**config.mk**
```make
export PLATFORM = sky130hd
export DESIGN_NAME = sopc_mem_arbiter
export DESIGN_NICKNAME = d
export VERILOG_FILES = /design/src/rtl/sopc_mem_arbiter.sv
export SDC_FILE = /design/constraint.sdc
export NUM_CORES = 1
export LEC_CHECK = 0
export CAP_MARGIN = 20
export CORE_MARGIN = 8
export CORE_UTILIZATION = 46
export CTS_BUF_LIST = sky130_fd_sc_hd__clkbuf_4
export DETAILED_ROUTE_END_ITERATION = 8
export GPL_TIMING_DRIVEN = 0
export PLACE_DENSITY = 0.91
export SETUP_SLACK_MARGIN = 0.1
export SLEW_MARGIN = 20
export SYNTH_ARGS = -nofsm -noshare
export SYNTH_HDL_FRONTEND = slang
export SYNTH_SLANG_ARGS = --single-unit
```
**constraint.sdc**
```tcl
create_clock -name clk -period 3.5 [get_ports clk]
set_clock_uncertainty 0.2 [all_clocks]
set_input_delay 0.7 -clock clk [delete_from_list [all_inputs] [get_ports clk]]
set_output_delay 0.7 -clock clk [all_outputs]
set_load 0.02 [all_outputs]
```
**src/rtl/sopc_mem_arbiter.sv**
```systemverilog
// sopc_mem_arbiter: arbitrates the instruction-fetch and data ports onto one
// synchronous single-port memory with WAIT_STATES extra cycles per access.
// Data requests win over fetches. Responses are a one-cycle ack per port.
// Optional macro MISALIGN_CHK_EN: misaligned data requests are answered with
// d_ack_o/d_err_o and never reach the memory.
module sopc_mem_arbiter #(
  parameter int ADDR_W      = 32,
  parameter int DATA_W      = 32,
  parameter int WAIT_STATES = 1
) (
  input  logic                  clk,
  input  logic                  rst,
  input  logic                  if_req_i,
  input  logic [ADDR_W-1:0]     if_addr_i,
  output logic [DATA_W-1:0]     if_data_o,
  output logic                  if_ack_o,
  input  logic                  d_req_i,
  input  logic                  d_we_i,
  input  logic [DATA_W/8-1:0]   d_sel_i,
  input  logic [ADDR_W-1:0]     d_addr_i,
  input  logic [DATA_W-1:0]     d_wdata_i,
  output logic [DATA_W-1:0]     d_rdata_o,
  output logic                  d_ack_o,
  output logic                  d_err_o,
  output logic                  stall_o,
  output logic                  mem_ce_o,
  output logic                  mem_we_o,
  output logic [DATA_W/8-1:0]   mem_sel_o,
  output logic [ADDR_W-1:0]     mem_addr_o,
  output logic [DATA_W-1:0]     mem_wdata_o,
  input  logic [DATA_W-1:0]     mem_rdata_i
);

  localparam int SEL_W = DATA_W / 8;
  localparam int LSB   = $clog2(SEL_W);
  // Clears the byte-offset bits so the memory always sees a word address.
  localparam logic [ADDR_W-1:0] AMASK = {ADDR_W{1'b1}} << LSB;

  localparam logic [1:0] S_IDLE   = 2'd0;
  localparam logic [1:0] S_ACCESS = 2'd1;
  localparam logic [1:0] S_RESP   = 2'd2;

  logic [1:0]        r_state;
  logic [3:0]        r_cnt;
  logic              r_gnt_d;   // 1 = data port owns the current access
  logic              r_we;
  logic [SEL_W-1:0]  r_sel;
  logic [ADDR_W-1:0] r_addr;
  logic [DATA_W-1:0] r_wdata;
  logic              r_err;
  logic [DATA_W-1:0] r_if_data;
  logic [DATA_W-1:0] r_d_rdata;

  logic w_mis;
  logic w_access;
  logic w_resp;

`ifdef MISALIGN_CHK_EN
  // Flag word accesses off a word boundary and halfword accesses on odd bytes.
  always_comb begin
    w_mis = 1'b0;
    if ((d_sel_i == {SEL_W{1'b1}}) && (d_addr_i[1:0] != 2'b00))
      w_mis = 1'b1;
    for (int b = 0; b + 1 < SEL_W; b += 2)
      if ((d_sel_i == (SEL_W'(2'b11) << b)) && d_addr_i[0])
        w_mis = 1'b1;
  end
`else
  assign w_mis = 1'b0;
`endif

  // Arbitration FSM: latch the winner in IDLE, count wait states, respond.
  always_ff @(posedge clk or negedge rst) begin
    if (!rst) begin
      r_state   <= S_IDLE;
      r_cnt     <= '0;
      r_gnt_d   <= 1'b0;
      r_we      <= 1'b0;
      r_sel     <= '0;
      r_addr    <= '0;
      r_wdata   <= '0;
      r_err     <= 1'b0;
      r_if_data <= '0;
      r_d_rdata <= '0;
    end else begin
      case (r_state)
        S_IDLE: begin
          r_cnt <= 4'(WAIT_STATES);
          if (d_req_i) begin
            // Data access belongs to an older instruction, so it goes first.
            r_gnt_d <= 1'b1;
            r_we    <= d_we_i;
            r_sel   <= d_sel_i;
            r_addr  <= d_addr_i;
            r_wdata <= d_wdata_i;
            r_err   <= w_mis;
            r_state <= w_mis ? S_RESP : S_ACCESS;
          end else if (if_req_i) begin
            r_gnt_d <= 1'b0;
            r_we    <= 1'b0;
            r_sel   <= {SEL_W{1'b1}};
            r_addr  <= if_addr_i;
            r_wdata <= '0;
            r_err   <= 1'b0;
            r_state <= S_ACCESS;
          end
        end
        S_ACCESS: begin
          if (r_cnt == 4'd0) begin
            if (!r_gnt_d)  r_if_data <= mem_rdata_i;
            else if (!r_we) r_d_rdata <= mem_rdata_i;
            r_state <= S_RESP;
          end else begin
            r_cnt <= r_cnt - 4'd1;
          end
        end
        S_RESP:  r_state <= S_IDLE;
        default: r_state <= S_IDLE;
      endcase
    end
  end

  assign w_access = (r_state == S_ACCESS);
  assign w_resp   = (r_state == S_RESP);

  assign mem_ce_o    = w_access;
  assign mem_we_o    = w_access & r_we;
  assign mem_sel_o   = w_access ? r_sel : '0;
  assign mem_addr_o  = w_access ? (r_addr & AMASK) : '0;
  assign mem_wdata_o = w_access ? r_wdata : '0;

  assign if_ack_o  = w_resp & ~r_gnt_d;
  assign d_ack_o   = w_resp & r_gnt_d;
`ifdef MISALIGN_CHK_EN
  assign d_err_o   = d_ack_o & r_err;
`else
  assign d_err_o   = 1'b0 & r_err;
`endif
  assign if_data_o = r_if_data;
  assign d_rdata_o = r_d_rdata;

  // Stall is masked during reset so the pipeline is released immediately.
  assign stall_o = rst & ((d_req_i & ~d_ack_o) | (if_req_i & ~if_ack_o));

endmodule

```
* Yosys cells after proc, flatten, opt, wreduce, memory -nomap -nowiden
Index checks and enable logic that the tools add are counted.
Word-level totals: bits in registers 140, bits in latches 0, memory bits (writable) 0, memory bits (read-only) 0, word-level logic and storage cells 53, memories kept 0
Operators by class: $add $sub $neg 1, multiply operators 0, div/mod/pow operators 0, order comparisons 0, equality and inequality tests 5, shift operators 0, mux-type cells 18, bitwise gates (word level) 11, reduce and logical (&&, ||, !) cells 9
Operators with widths (count):
- two-way mux 32 bit | 6
- two-way mux 4 bit | 4
- case mux 4 bit (2 select lines) | 1
- AND 1 bit | 6
- two-way mux 2 bit | 3
- AND reduction 2 bit | 3
- logical NOT 4 bit | 1
- NOT 1 bit | 4
- case mux 2 bit (2 select lines) | 1
- AND reduction 4 bit | 1
- nonzero test 2 bit | 2
- subtractor 4 x 1 -> 4 bit, second input constant | 1
- two-way mux 1 bit | 3
- inequality test 3 bit, second input constant | 1
- AND reduction 3 bit | 1
- equality test 2 x 1 -> 1 bit, second input constant | 1
- equality test 2 bit, second input constant | 1
- logical NOT 2 bit | 1
- inequality test 2 x 1 -> 1 bit, second input constant | 1
- inequality test 2 bit, second input constant | 1
- OR 1 bit | 1

* Longest topological paths before layout
Gate-level depths: netlist of the first run.
word-level depth 6, gate-level depth with buffers 6, mapped depth without buffers 5

* Least setup slack after synthesis of the first run
No wires, ideal clock.
path type reg2out, start register r_state[0], end output stall_o, data arrival time 1.479 ns, data required time 2.600 ns, setup slack 1.121 ns, cell stages (with the launch flop) 5, cell sequence dfrtp_1 buf_4 nor3b_1 o22ai_1 and2_1
Between the ends: word-level cells in the longest chain between the ends 6, elaborated cells between the ends (all ways) 9, classes of those cells eq/ne: 1; bitwise: 8
Ends and longest elaborated chain:
- from (decl) | line 43 | logic [1:0] r_state;
- from (signal assigned) | line 97 | r_state <= w_mis ? S_RESP : S_ACCESS;
- equality test 2 bit | line 124 | assign w_resp = (r_state == S_RESP);
- AND 1 bit | line 132 | assign if_ack_o = w_resp & ~r_gnt_d;
- net if_ack_o | line 16 | output logic if_ack_o,
- NOT 1 bit | line 143 | assign stall_o = rst & ((d_req_i & ~d_ack_o) | (if_req_i & ~if_ack_o));
- AND 1 bit | line 143
- OR 1 bit | line 143
- AND 1 bit | line 143
- to (decl) | line 25 | output logic stall_o,
The timed path passes the listed nets, and every way through them passes these cells.

* Final worst setup path of the first run
start register r_state[1], end output mem_addr_o[9]
Between the ends: word-level cells in the longest chain between the ends 2
Ends and longest elaborated chain:
- equality test 2 x 1 -> 1 bit | line 123 | assign w_access = (r_state == S_ACCESS);
- two-way mux 32 bit | line 129 | assign mem_addr_o = w_access ? (r_addr & AMASK) : '0;
- to (decl) | line 29 | output logic [ADDR_W-1:0] mem_addr_o,
Every way passes these cells.

==> results by group, run 1 <==
GRT
  – First-pass GRT wire length: 27400 um
  – Total congestion overflow: 0
  – Largest net degree at the start of global routing: 87
  – M1 GR Usage: 0.224
  – M3 GR Usage: 0.0832
  – Vias in the first global route: roughly 5300
  – Met2 Track Usage GR: 0.363
  – Layer with the highest usage: met2
  – Initial antenna violation count: 0
  – Total GRT Usage: 0.209

Floorplan
  – Initial Utilization: 0.464
  – Io pins: 275
  – Core Rows: 42
  – Full die area: 0.0171 mm^2
  – Core Region: 0.0131 mm^2
  – DIE WIDTH: 131 um
  – Die height: 131 um

STA
  – Slew HR: 0.558
  – Worst Tran Pin Value: 664 ps
  – Fin crit share: 0.940
  – Final setup vio count: 0
  – Fin Hold WS: 305 ps
  – Final hold vios: 0
  – RSZ-0062 raised after global routing: yes
  – F_max: 304 MHz
  – Setup TNS Final: 0 ps
  – Final min period: between 3000 and 4000 ps
  – Slew Limit Fails: 0

Routing
  – Remaining antenna violation count: 0
  – Iteration-0 DRC count of the detailed router: 203
  – Per-cell routed wire length: 19.7 um
  – Detailed-route DRC error count: 0
  – Vias per cell: 5.10
  – Pre-antenna DRT Iters: 5
  – DRT Wirelength: between 15000 and 20000 um
  – Vias: 4670

Clock network
  – CTS buffer count: 17
  – Clock net sink count: around 140
  – CTS tree: built
  – Worst-skew pair later-pin latency: 530 ps
  – Clk root buf: clkbuf_4
  – Clk pin slew, worst setup/hold paths: 110 ps
  – Post-CTS Setup Bufs: 0
  – Clock Tree Buf Depth: 2
  – Htree depth: 4

Yosys
  – Post-synthesis async set-or-reset flop share: 1.00
  – Leading area contributor after synthesis: dfrtp_1
  – Synth top area cells: dfrtp_1, mux2_2, and2_1
  – Primary FF master, synth: dfrtp_1
  – Most common cell in the netlist: dfrtp_1
  – Synth Cell Area: 0.00607 mm^2
  – Top-area cell type share of the netlist area: 0.569
  – Syn avg cell area: about 14 um^2
  – Flip-flop and latch count after synthesis: approximately 140
  – Leading cell types by count after synthesis: dfrtp_1, mux2_2, and2_1
  – Warnings from Yosys: 0
  – Synth unique cells: 36
  – Mapped Cells: ~440
  – EDFF count, synth: 0
  – Register area share after synthesis: 0.569

Critical path
  – Critical path type: reg2out
  – Slowest CP cell: clkdlybuf4s50_1
  – Setup crit start kind: flip-flop
  – Slowest stage delay, CP: 600 ps
  – Arrival time worst endpoint: 2390 ps
  – Critical path, cell by cell: buf_2, nand2b_4, inv_2, buf_2, and2_1, clkdlybuf4s50_1
  – Type of destination of the critical path: output pin
  – Critical Path RT: 2600 ps
  – CP max FO: 10
  – Most used cell, CP: buf_2

Cells and area
  – Antenna cells: 0
  – Syn-to-layout area delta: 55.5%
  – Fin nets: between 800 and 900
  – Layout cells sized above 1: 0.251
  – Core Util, Final: 0.722
  – Final instance area: roughly 0.0094 mm^2
  – # fillers: 848

Placement
  – Cell area after placement: 0.00900 mm^2
  – Post-DP HPWL: roughly 14000 um
  – Port bufs: 266
  – GP Congestion: 0.870

Pwr
  – Worst VDD drop: 0.000557 V
  – Leak Pwr: 0.00464 uW
  – P per Cell Area: 939 mW/mm^2

Hold path
  – Hold/Removal Path Class: reg2reg

Outcome
  – Outcome: finished clean

Run
  – Max-cap violation count: 0
[cells by family (layout without fill, tap and decap cells)]
family | count (synthesis) | in the layout | synth area share
buf+inv | 36 | 336 | 0.0344
other cells | 1 | 3 | 0.000617
compound gates | 47 | 47 | 0.0651
fa+ha+maj | 1 | 1 | 0.00206
flops | 138 | 138 | 0.569
mux | 124 | 124 | 0.230
simple gates | 91 | 91 | 0.0993
[power breakdown]
group / leakage (uW) / internal, uW / switching (uW)
clock: 0.000180 / 639 / 563
combinational: 0.00281 / 2480 / 2400
sequential: 0.00165 / 2370 / 421
total: 0.00464 / 5490 / 3380
[per-stage QoR]
stage               cells  power [uW]  worst slack, ps
global route          916        9370             52.0
detailed placement    883        7840              226
finish                916        8870              211
floorplan             440        5480             1120
global placement      882        7660            -4030
CTS                   916        9000              109
[timing repair]
| action | CTS | global route |
|---|---|---|
| setup endpoints to repair | 68 | 51 |
| pin swaps | 0 | 0 |
| hold buffers | 1 | 0 |
| gates resized for setup | 38 | 51 |
| endpoints found under the hold margin | 52 | 0 |
[layer usage]
layer,vias up,part of all wire
met5,-,0
met4,0,0.026
met3,31,0.10
met2,210,0.50
met1,2308,0.38
li1,2121,-
[sequential cells by signal, summed over array words and instances, names as in the netlist]
name,cells
if_data_o,32
r_we,1
d_rdata_o,32
r_wdata,32
r_gnt_d,1
r_addr,30
r_cnt,4
r_sel,4
r_state,2
[final cells by class]
class / count / area, um^2 / area share
multi-input combinational: 266 / 2420 / 0.256
buffer: 31 / 214 / 0.0227
sequential: 138 / 3450 / 0.366
clock inverter: 14 / 201 / 0.0213
tap: 176 / 220 / 0.0233
timing repair buffer: 268 / 2780 / 0.295
clock buffer: 18 / 135 / 0.0143
inverter: 5 / 18.8 / 0.00199
[cell usage in the layout (no fill, tap or decap), types with 2 or more instances in the layout]
master	netlist	layout
bufinv_16	0	5
mux2_2	123	123
nand3_1	2	2
o21ai_0	3	3
clkinv_2	0	2
nand2_1	8	8
buf_6	6	6
buf_2	5	6
dlygate4sd2_1	0	17
a22o_1	33	33
buf_4	6	6
clkdlybuf4s50_1	0	200
clkbuf_4	0	24
o22a_1	4	4
dfrtp_1	138	138
nor3_1	2	2
clkinv_1	0	4
conb_1	1	3
clkdlybuf4s15_1	0	7
clkbuf_1	14	7
inv_1	4	4
dlymetal6s2s_1	0	40
and2_1	68	68
clkinv_4	0	2
[worst max-delay path, delay by kind of cell, from the launching register on]
family                 cells  cell delay (ps)
flip-flops                 1              380
AND/OR/NAND/NOR            2              330
buffers and inverters      4             1150
[final timing paths]
check / from / endpoint / slack (ps) / depth (start not counted)
worst max register to register: r_cnt[0] / if_data_o[26] / 1310 / 6
min in group asynchronous: rst / r_wdata[29] / 430 / 2
worst max-delay path: r_state[1] / mem_addr_o[9] / 210 / 6
max in group asynchronous: rst / if_data_o[27] / 1950 / 3
worst min register to register: r_sel[3] / r_sel[3] / 310 / 1
worst min-delay path: r_sel[3] / r_sel[3] / 310 / 1
Power figures use the tool's default switching activity.
==> inputs of run 2 (changes only) <==
--- a/config.mk
+++ b/config.mk
@@ -5,13 +5,14 @@
 export SDC_FILE = /design/constraint.sdc
 export NUM_CORES = 1
 export LEC_CHECK = 0
-export CAP_MARGIN = 20
 export CORE_MARGIN = 8
 export CORE_UTILIZATION = 46
 export CTS_BUF_LIST = sky130_fd_sc_hd__clkbuf_4
+export CTS_CLUSTER_DIAMETER = 120
 export DETAILED_ROUTE_END_ITERATION = 8
 export GPL_TIMING_DRIVEN = 0
 export PLACE_DENSITY = 0.91
+export REMOVE_ABC_BUFFERS = 1
 export SETUP_SLACK_MARGIN = 0.1
 export SLEW_MARGIN = 20
 export SYNTH_ARGS = -nofsm -noshare
==> run 2 against run 1 <==
Routed wire length decreased by 2.7%. Sequential cell count unchanged. Non-clock buffer count decreased by 24. Worst setup slack improved by 61 ps. Hold slack got worse by 250 ps. Sequential power increased by 1%. Power about the same. Core utilization decreased by 0.98 points. Cell count decreased by 2.6%. Highest routed layer unchanged.
==> results by group, run 2 (synthesis results as in run 1) <==
Run
  – Max-cap violation count: 0 (unchanged)

Pwr
  – Worst VDD drop: 0.000648 V (+16%)
  – P per Cell Area: 952 mW/mm^2 (+1.3%)
  – Leak Pwr: 0.00390 uW (-16%)
  – Power, Total: 8870 uW (about the same)

Cells and area
  – Post-Layout Cell Count: 892 (-2.6%)
  – Syn-to-layout area delta: 53.4%
  – Antenna cells: 0 (unchanged)
  – Fin nets: 841 (-2.8%)
  – Area of the multi-input gates: 0.00244 mm^2 (+1.0%)
  – Layout cells sized above 1: 0.243 (-0.00833)
  – Register area: 0.00346 mm^2 (about the same)
  – Commonest non-fill, non-tap cell in the layout: clkdlybuf4s50_1
  – # fillers: 853 (+0.59%)
  – Core Util, Final: 0.712 (-0.00985)
  – Most frequent cells in the layout: clkdlybuf4s50_1, dfrtp_1, mux2_2

Routing
  – Per-cell routed wire length: 19.7 um (about the same)
  – Pre-antenna DRT Iters: 4 (-1)
  – Remaining antenna violation count: 0 (unchanged)
  – Vias: 4548 (-2.6%)
  – Detailed-route DRC error count: 0 (unchanged)
  – Vias per cell: 5.10 (about the same)
  – Iteration-0 DRC count of the detailed router: 157 (-23%)
  – DRT Wirelength: 17600 um (-2.7%)

Floorplan
  – Die height: 131 um (unchanged)
  – Core Region: 0.0131 mm^2 (unchanged)
  – Full die area: 0.0171 mm^2 (unchanged)
  – DIE WIDTH: 131 um (unchanged)
  – Initial Utilization: 0.464 (unchanged)
  – Io pins: 275 (unchanged)
  – Core Rows: 42 (unchanged)

GRT
  – Total GRT Usage: 0.205 (-0.00473)
  – Initial antenna violation count: 0 (unchanged)
  – First-pass GRT wire length: 26800 um (-2.0%)
  – Total congestion overflow: 0 (unchanged)
  – Largest net degree at the start of global routing: 80 (-8.0%)
  – Vias in the first global route: 5163 (-2.1%)

STA
  – Fin Hold WS: 60.0 ps (-245 ps)
  – Slew Limit Fails: 0 (unchanged)
  – Setup TNS Final: 0 ps (unchanged)
  – RSZ-0062 raised after global routing: no
  – Fin crit share: 0.922 (-0.0174)
  – Final min period: 3230 ps (-60.8 ps)
  – Slew HR: 0.385 (-0.173)
  – Final setup vio count: 0 (unchanged)
  – Worst Tran Pin Value: 918 ps (+255 ps)
  – F_max: 310 MHz (+1.9%)
  – Final hold vios: 0 (unchanged)

Clock network
  – CTS tree: built
  – Clk pin slew, worst setup/hold paths: 130 ps (+20 ps)
  – Clk root buf: clkbuf_4
  – Clock net sink count: 138 (unchanged)
  – Worst-skew pair later-pin latency: 520 ps (about the same)
  – Htree depth: 4 (unchanged)
  – Clock Tree Buf Depth: 2 (unchanged)
  – Post-CTS Setup Bufs: 0 (unchanged)
  – CTS buffer count: 17 (unchanged)

Critical path
  – Slowest stage delay, CP: 640 ps (+40 ps)
  – CP max FO: 71 (+61)
  – Critical path type: reg2out
  – Type of destination of the critical path: output pin
  – Critical path, cell by cell: nand2b_4, inv_12, and2_1, clkdlybuf4s50_1
  – Slowest CP cell: clkdlybuf4s50_1
  – Critical Path RT: 2600 ps (about the same)
  – Arrival time worst endpoint: 2330 ps (-60 ps)
  – Setup crit start kind: flip-flop

Placement
  – GP Congestion: 0.801 (-7.9%)
  – Placed Cells: 856 (-3.1%)
  – Post-DP HPWL: 13000 um (-6.5%)
  – Port bufs: 267 (+0.38%)

Hold path
  – Hold/Removal Path Class: in2async

Outcome
  – Outcome: finished clean
-- run 2: cell count changes in the layout (fill, tap and decap cells not counted), sizes merged --
cell	before	now
bufinv	5	3
clkinvlp	0	1
clkinv	8	4
clkdlybuf4s15	7	0
inv	6	12
clkdlybuf4s50	200	265
dlymetal6s2s	40	0
dlygate4sd2	17	0
clkbuf	32	17
buf	20	9
-- run 2: critical path, delay by kind of cell, from the launching register on --
family | cells | cell delay (ps)
flops | 1 | 520
buf+inv | 2 | 830
simple gates | 2 | 420
-- run 2: what timing repair did --
| action | 4_1_cts | 5_1_grt |
|---|---|---|
| endpoints found under the setup margin | 69 | 18 |
| resized for setup | 5 | 2 |
| endpoints found under the hold margin | 59 | 0 |
| hold buffers | 4 | 0 |
-- run 2: layout make-up --
| class | count | area share |
|---|---|---|
| clock buffers | 17 | 0.0137 |
| flip-flops and latches | 138 | 0.371 |
| well taps | 176 | 0.0236 |
| multi-input cells | 266 | 0.262 |
| repair buffers | 275 | 0.306 |
| clock inverters | 15 | 0.0199 |
| inverters | 5 | 0.00336 |
-- run 2: metrics by stage --
step	area, um^2	setup WS [ps]
after floorplan	5890	978
after global placement	8780	-3960
after detailed placement	8890	97.3
after CTS	9310	149
after global routing	9320	138
final	9320	272
-- run 2: power breakdown --
part | switching (uW) | internal [uW]
clock | 612 | 510
sequential | 457 | 2370
combinational | 2350 | 2570
-- run 2: metal layers --
layer	GRT usage	up-vias	routed length, um
li1	-	2076	-
met1	0.211	2222	6320
met2	0.364	221	8850
met3	0.0848	29	1980
met4	0.0770	0	405
met5	0	-	0
-- run 2: path summary, 6_finish.rpt --
check | start | end | slack (ps) | cells after the start
worst max-delay path | r_state[1] | mem_addr_o[13] | 270 | 4
worst min-delay path | rst | r_wdata[26] | 60 | 3
worst max register to register | r_cnt[0] | if_data_o[1] | 760 | 5
worst min register to register | r_sel[3] | r_sel[3] | 300 | 1
max in group asynchronous | rst | d_rdata_o[16] | 2110 | 4
min in group clk | r_sel[3] | r_sel[3] | 300 | 1
